`config.mk`:
```
export PLATFORM = sky130hd
export DESIGN_NAME = bcd_sum_display
export DESIGN_NICKNAME = d
export VERILOG_FILES = /design/src/rtl/bcd_sum_display.sv
export SDC_FILE = /design/constraint.sdc
export NUM_CORES = 1
export LEC_CHECK = 0
export CAP_MARGIN = 40
export CORE_UTILIZATION = 55
export DETAILED_ROUTE_END_ITERATION = 7
export PLACE_DENSITY = 0.79
export SETUP_SLACK_MARGIN = 0.4
export SLEW_MARGIN = 20
export SYNTH_ARGS = -nofsm -noshare
export SYNTH_HDL_FRONTEND = slang
export SYNTH_SLANG_ARGS = --single-unit
export TNS_END_PERCENT = 100
```
`constraint.sdc`:
```
create_clock -name clk -period 2.38 [get_ports clk]
set_input_delay 0.357 -clock clk [delete_from_list [all_inputs] [get_ports clk]]
set_output_delay 0.357 -clock clk [all_outputs]
set_load 0.005 [all_outputs]
```
`src/rtl/bcd_sum_display.sv`:
```
// bcd_sum_display: captures a BCD digit-adder result and shows it on a
// 2-digit time-multiplexed common-anode 7-segment display.
//
// Ports:
//   clk       system clock, rising edge
//   rst_n     asynchronous active-low reset
//   load      capture strobe for sum_in/carry_in
//   sum_in    adder sum; [3:0] is the units digit, [4] ignored
//   carry_in  adder carry; the tens digit (0 or 1)
//   seg       segments {g,f,e,d,c,b,a}, active-low, registered
//   an        anodes, active-low, an[0]=units, an[1]=tens, registered
//   valid     a value has been captured since reset
//   err       captured units digit is greater than 9
//
// Optional: define LEADING_ZERO_BLANK_EN to blank the tens digit when it is 0.
module bcd_sum_display #(
    parameter int unsigned SCAN_DIV  = 50000,
    parameter int unsigned BLANK_CYC = 8
) (
    input  logic       clk,
    input  logic       rst_n,
    input  logic       load,
    input  logic [4:0] sum_in,
    input  logic       carry_in,
    output logic [6:0] seg,
    output logic [1:0] an,
    output logic       valid,
    output logic       err
);

    localparam int unsigned CNT_W = (SCAN_DIV > 1) ? $clog2(SCAN_DIV) : 1;
    localparam logic [CNT_W-1:0] CNT_MAX   = CNT_W'(SCAN_DIV - 1);
    localparam logic [CNT_W-1:0] BLANK_END = CNT_W'(BLANK_CYC);
    localparam logic [6:0] SEG_OFF = 7'h7F;
    localparam logic [1:0] AN_OFF  = 2'b11;

    typedef enum logic [1:0] {
        IDLE,
        UNITS,
        TENS
    } state_t;

    state_t           state;
    state_t           state_next;
    logic [CNT_W-1:0] cnt;
    logic [3:0]       units_r;
    logic             tens_r;
    logic [6:0]       seg_d;
    logic [1:0]       an_d;
    logic             wrap_c;

    // BCD to active-low segments; anything above 9 shows "E".
    function automatic logic [6:0] decode(input logic [3:0] d);
        case (d)
            4'd0:    decode = 7'h40;
            4'd1:    decode = 7'h79;
            4'd2:    decode = 7'h24;
            4'd3:    decode = 7'h30;
            4'd4:    decode = 7'h19;
            4'd5:    decode = 7'h12;
            4'd6:    decode = 7'h02;
            4'd7:    decode = 7'h78;
            4'd8:    decode = 7'h00;
            4'd9:    decode = 7'h10;
            default: decode = 7'h06;
        endcase
    endfunction

    assign wrap_c = (cnt == CNT_MAX);

    // Free-running slot timer, independent of load and FSM state.
    always_ff @(posedge clk or negedge rst_n) begin
        if (!rst_n) begin
            cnt <= '0;
        end else if (wrap_c) begin
            cnt <= '0;
        end else begin
            cnt <= cnt + CNT_W'(1);
        end
    end

    // Capture of the adder result; last load wins.
    always_ff @(posedge clk or negedge rst_n) begin
        if (!rst_n) begin
            units_r <= 4'd0;
            tens_r  <= 1'b0;
            valid   <= 1'b0;
            err     <= 1'b0;
        end else if (load) begin
            units_r <= sum_in[3:0];
            tens_r  <= carry_in;
            valid   <= 1'b1;
            err     <= (sum_in[3:0] > 4'd9);
        end
    end

    // Digit-select state register.
    always_ff @(posedge clk or negedge rst_n) begin
        if (!rst_n) begin
            state <= IDLE;
        end else begin
            state <= state_next;
        end
    end

    // Next state and next display drive; the first BLANK_CYC counts of a slot stay dark.
    always_comb begin
        state_next = state;
        seg_d      = SEG_OFF;
        an_d       = AN_OFF;
        case (state)
            IDLE: begin
                if (valid && wrap_c) begin
                    state_next = UNITS;
                end
            end
            UNITS: begin
                if (wrap_c) begin
                    state_next = TENS;
                end
                if (cnt >= BLANK_END) begin
                    an_d  = 2'b10;
                    seg_d = decode(units_r);
                end
            end
            TENS: begin
                if (wrap_c) begin
                    state_next = UNITS;
                end
                if (cnt >= BLANK_END) begin
`ifdef LEADING_ZERO_BLANK_EN
                    if (tens_r) begin
                        an_d  = 2'b01;
                        seg_d = decode({3'b000, tens_r});
                    end
`else
                    an_d  = 2'b01;
                    seg_d = decode({3'b000, tens_r});
`endif
                end
            end
            default: begin
                state_next = IDLE;
            end
        endcase
    end

    // Registered display outputs.
    always_ff @(posedge clk or negedge rst_n) begin
        if (!rst_n) begin
            seg <= SEG_OFF;
            an  <= AN_OFF;
        end else begin
            seg <= seg_d;
            an  <= an_d;
        end
    end

endmodule
```
# Yosys cells after proc, flatten, opt, wreduce, memory -nomap -nowiden
# Memories as Yosys holds them, arrays and structs flattened.
# Index checks and enable logic that the tools add are counted.
[classes] addsub=1 mux=12 bitwise=1 n_reduce_logical=3 magnitude_cmp=2 eq_ne=6
[ops] op="$pmux W7 S2" count=2
[ops] op="$add A16 B1 Y16 const B" count=1
[ops] op="$eq A16 B16 Y1 const B" count=1
[ops] op="$ge A16 B4 Y1 const B" count=1
[ops] op="$mux W16" count=1
[ops] op="$mux W7" count=2
[ops] op="$mux W2" count=4
[ops] op="$ne A2 B2 Y1 const B" count=3
[ops] op="$pmux W2 S3" count=1
[ops] op="$gt A4 B4 Y1 const B" count=1
[ops] op="$pmux W2 S2" count=1
[ops] op="$reduce_and A3 Y1" count=1
[ops] op="$eq A2 B1 Y1 const B" count=1
[ops] op="$eq A2 B2 Y1 const B" count=1
[ops] op="$logic_not A2 Y1" count=1
[ops] op="$logic_and A1 B1 Y1" count=1
[ops] op="$mux W1" count=1
[ops] op="$not A1 Y1" count=1
[word_totals] input_bits=9 out_inout_bits=11 mem_count=1 word_cells=34 register_bits=34 rom_bits=112
[mem_list] name="(name not given)" words=16 width=7 rd=1 rd_ports_with_merged_regs=0 write_ports=0 line_no="54" source="case (d)"

# Logic depth before layout (Yosys ltp)
[depth] ltp_word=4 ltp_mapped=6 mapped_depth_nobuf=6

# Least setup slack after synthesis
# No wires, ideal clock.
[synth_timing] path_kind="register to register" start="reg cnt[11]" end="reg state[1]" path_slack_ns=0.346 synth_period_minus_slack_ns=2.034 path_stages_with_launch=5 path_buffers=0 arrival_time_ns=1.912 required_time_ns=2.257 setup_time_ns=0.123 cell_sequence="dfrtp_1 or4_4 or4_4 a211o_1 o221a_2"
[synth_via] elab_chain_cells=4 word_cells_on_any_way=6 classes_between="4 x eq/ne; 2 x reduce/logical"
[synth_lines] item="from (decl)" line_no="45" source="logic [CNT_W-1:0] cnt;"
[synth_lines] item="from (signal assigned)" line_no="78" source="cnt <= cnt + CNT_W'(1);"
[synth_lines] item="$eq A16 B16 Y1 (*)" line_no="69" source="assign wrap_c = (cnt == CNT_MAX);"
[synth_lines] item="$logic_and A1 B1 Y1" line_no="113" source="if (valid && wrap_c) begin"
[synth_lines] item="$ne A2 B2 Y1 (no source line)"
[synth_lines] item="$reduce_and A3 Y1 (no source line) (*)"
[synth_lines] item="to (signal assigned)" line_no="102" source="state <= state_next;"
[synth_lines] item="to (decl)" line_no="43" source="state_t state;"
# Mark *: on every way between the ends. The rest lies on a longest branch, timed or not.
# A chain may end at the register's enable or synchronous reset.

# Final worst setup path
# Ends and elaborated chain as after synthesis.

==> impl_metrics.tcl <==
set metrics [dict create \
    synth.area.top_cells "dfrtp_1 (37%), dfstp_2 (14%), ha_1 (7.3%), xor2_1 (5.1%), nand2_1 (4.4%)" \
    r2r-start "cnt[11]" \
    netlist_instances 170 \
    cts-buffers-inserted 5 \
    synth_top_area_cell "dfrtp_1" \
    die_h_um 57.73 \
    violations "design-rule violations" \
    cp-end-kind "register" \
    netlist_area_sq_um 1708 \
    clk_latency_ns 0.35 \
    grt_pass1_vias 1320 \
    num_antenna_cells 0 \
    final_cells 231 \
    ant_nets 0 \
    total_power_w 0.001011 \
    clock_skew_ns 0.01575 \
    ys_ff_latch 34 \
    maxCapViolations 0 \
    ys_warn_count 0 \
    worstRegToRegCells 4 \
    clock_sinks 34 \
    area_delta_synth_final_pct 19.05 \
    worst_path_max_delay_cell "or4_4" \
    drt-initial-drc-count 44 \
    fmax_mhz 508.5 \
    dp.cells 219 \
    grt_pass1_wl_mm 5.471 \
    vias_per_cell 5.736 \
    slowest_delay_ns 0.56 \
    period_minus_slack_ns 1.967 \
    yosysUniqueCellTypes 34 \
    rrSetupSlack_ns 0.41 \
    setup_violations 0 \
    path_delay_family "simple AND/OR/NAND/NOR gates" \
    drc 2 \
    setup_tns_ns 0 \
    first_pass_iters 6 \
    fill_cells 229 \
    core_area_sq_um 2853 \
    wl_met2_mm 1.401 \
    wl_mm 3.121 \
    period_share 0.8264 \
    antenna_found_initial 0 \
    gp_congestion 0.8304 \
    path_clk_slew_ns 0.10 \
    grt_use_total 0.2191 \
    synth-edff-count 0 \
    wl_met1_mm 1.486 \
    layout-drive-gt1-share 0.1800 \
    start_util 0.5987 \
    grt_max_degree 35 \
    crit_path_frequent_cell "or4_4" \
    h-tree-depth 2 \
    wl_per_cell_um 13.51 \
    synthArstFlopShare 1.000 \
    cts_tree "yes" \
    globalRouteOverflowTotal 0 \
    maxSlewViolCount 0 \
    route.top_layer_used "met4" \
    netlist.area_leader.share 0.3663 \
    worstPathCellList "or4_4 > or4_4 > a211o_1 > o221a_2" \
    clock_path_buffers 2 \
    vdd_drop_max_v 0.0004042 \
    vias 1325 \
    crit_required_ns 2.62 \
    synth_fp_nets 189 \
    worstMarginPinSlew_ns 0.4144 \
    cp-start-kind "register" \
    maxSlewHeadroom 0.7213 \
    wl_met3_um 159 \
    rsz0062_at_grt "yes" \
    cts_hold_buf 0 \
    die_w_um 57.73 \
    io_buffers 18 \
    worstPathArrival_ns 2.21 \
    yosysSeqAreaShare 0.5048 \
    clockRootBuffer "clkbuf_4" \
    avgSynthCellArea_sq_um 10.05 \
    cp.buffers_inverters 0 \
    hold_viol_final 0 \
    power_leakage_nw 0.9013 \
    critPathKind "register to register" \
    die_area_sq_um 3332 \
    dp_hpwl_mm 2.221 \
    hp-class "input port to asynchronous set/reset pin" \
    num_rows 19 \
    status "finished, violations left" \
    num-nets-final 218 \
    yosys_most_used_dff "dfrtp_1" \
    r2r_end "state[1]" \
    cp_max_fo 5 \
    power_density_nw_per_um2 497.2 \
    pin_count 20 \
]
[layout by cell type, fill, tap and decap left out, types with 2 or more instances in the layout]
| cell type | n |
|---|---|
| a211oi_1 | 2 |
| a21oi_1 | 9 |
| and2_1 | 3 |
| buf_4 | 7 |
| clkbuf_1 | 2 |
| clkbuf_4 | 5 |
| clkdlybuf4s50_1 | 18 |
| dfrtp_1 | 24 |
| dfstp_2 | 9 |
| ha_1 | 10 |
| inv_1 | 11 |
| mux2_2 | 2 |
| nand2_1 | 20 |
| nand2b_1 | 2 |
| nand3_1 | 6 |
| nand4_1 | 6 |
| nor2_1 | 11 |
| nor3_1 | 2 |
| o21ai_0 | 13 |
| or2_2 | 4 |
| or3_1 | 3 |
| or4_4 | 2 |
| xnor2_1 | 2 |
| xor2_1 | 10 |
[cell usage after synthesis (2+ instances only)]
| master | n |
|---|---|
| xor2_1 | 10 |
| xnor2_1 | 2 |
| dfstp_2 | 9 |
| nand3_1 | 6 |
| nor3_1 | 2 |
| and2_1 | 3 |
| or2_2 | 4 |
| clkbuf_1 | 3 |
| or4_4 | 2 |
| nand2b_1 | 2 |
| dfrtp_1 | 25 |
| or3_1 | 4 |
| o21ai_0 | 14 |
| ha_1 | 10 |
| a21oi_1 | 9 |
| mux2_2 | 2 |
| nand4_1 | 6 |
| nor2_1 | 11 |
| inv_1 | 11 |
| nand2_1 | 20 |
| a211oi_1 | 2 |
[stage by stage]
step	utilization	cell area (sq um)	setup slack [ns]	hold WS (ns)
detailed placement	0.6794	1938	0.3899	0.4690
global placement	0.6794	1938	0.4092	0.4593
CTS	0.7070	2017	0.4023	0.4129
finish	0.7127	2033	0.4133	0.4023
global route	0.7127	2033	0.3900	0.4355
floorplan	-	1708	0.4649	0.06141
[kinds of logic after synthesis]
| family | count (synthesis) | synth area share |
|---|---|---|
| AND/OR/NAND/NOR | 66 | 0.2051 |
| adder cells (fa/ha/maj) | 10 | 0.07326 |
| XOR/XNOR | 12 | 0.06154 |
| multiplexers | 2 | 0.01319 |
| AO/OA/AOI/OAI | 32 | 0.1114 |
| buffers and inverters | 14 | 0.03077 |
| flip-flops | 34 | 0.5048 |
[flip-flops by register name, summed over array words and instances (netlist names)]
signal   flops
units_r      4
seg          7
tens_r       1
state        2
valid        1
cnt         16
err          1
an           2
[worst max path at each step]
stage	start	end	slack, ns	depth (start not counted)
after global routing	cnt[11]	state[1]	0.39	4
after CTS	cnt[12]	state[1]	0.40	4
after detailed placement	cnt[11]	state[1]	0.39	4
after floorplan	cnt[11]	state[1]	0.46	4
final	cnt[11]	state[1]	0.41	4
after global placement	cnt[11]	state[1]	0.41	4
[routing by layer]
layer  up-vias  global-route usage
met1       633              0.2745
li1        643                   -
met2        40              0.3472
met4         0              0.1327
met3         9             0.05134
met5         -                   0
[final cells by class]
cell class / instances / area, sq um / area share
Timing Repair Buffer: 25 / 232.7 / 0.1145
Sequential cell: 34 / 863.3 / 0.4246
Inverter: 11 / 41.29 / 0.02031
Multi-Input combinational cell: 122 / 798.3 / 0.3926
Clock buffer: 8 / 58.81 / 0.02892
Tap cell: 31 / 38.79 / 0.01908
[worst register-to-register path: cells and delay by family, from the launching register on]
kind / cells / cell delay, ns
compound gates: 2 / 0.43
flops: 1 / 0.41
simple gates: 2 / 1.02
[timing repair]
action,in CTS,in global routing
endpoints found under the hold margin,0,0
buffers inserted,2,2
resized for setup,1,2
endpoints found under the setup margin,1,5
pin swaps,0,1
[power by group]
part	internal (W)	switching, W	total [W]
logic	0.0000382	0.0000396	0.0000778
registers	0.000588	0.0000125	0.000600
clock network	0.000146	0.000187	0.000333
total	0.000771	0.000240	0.00101
(Power assumes the default switching activity.)
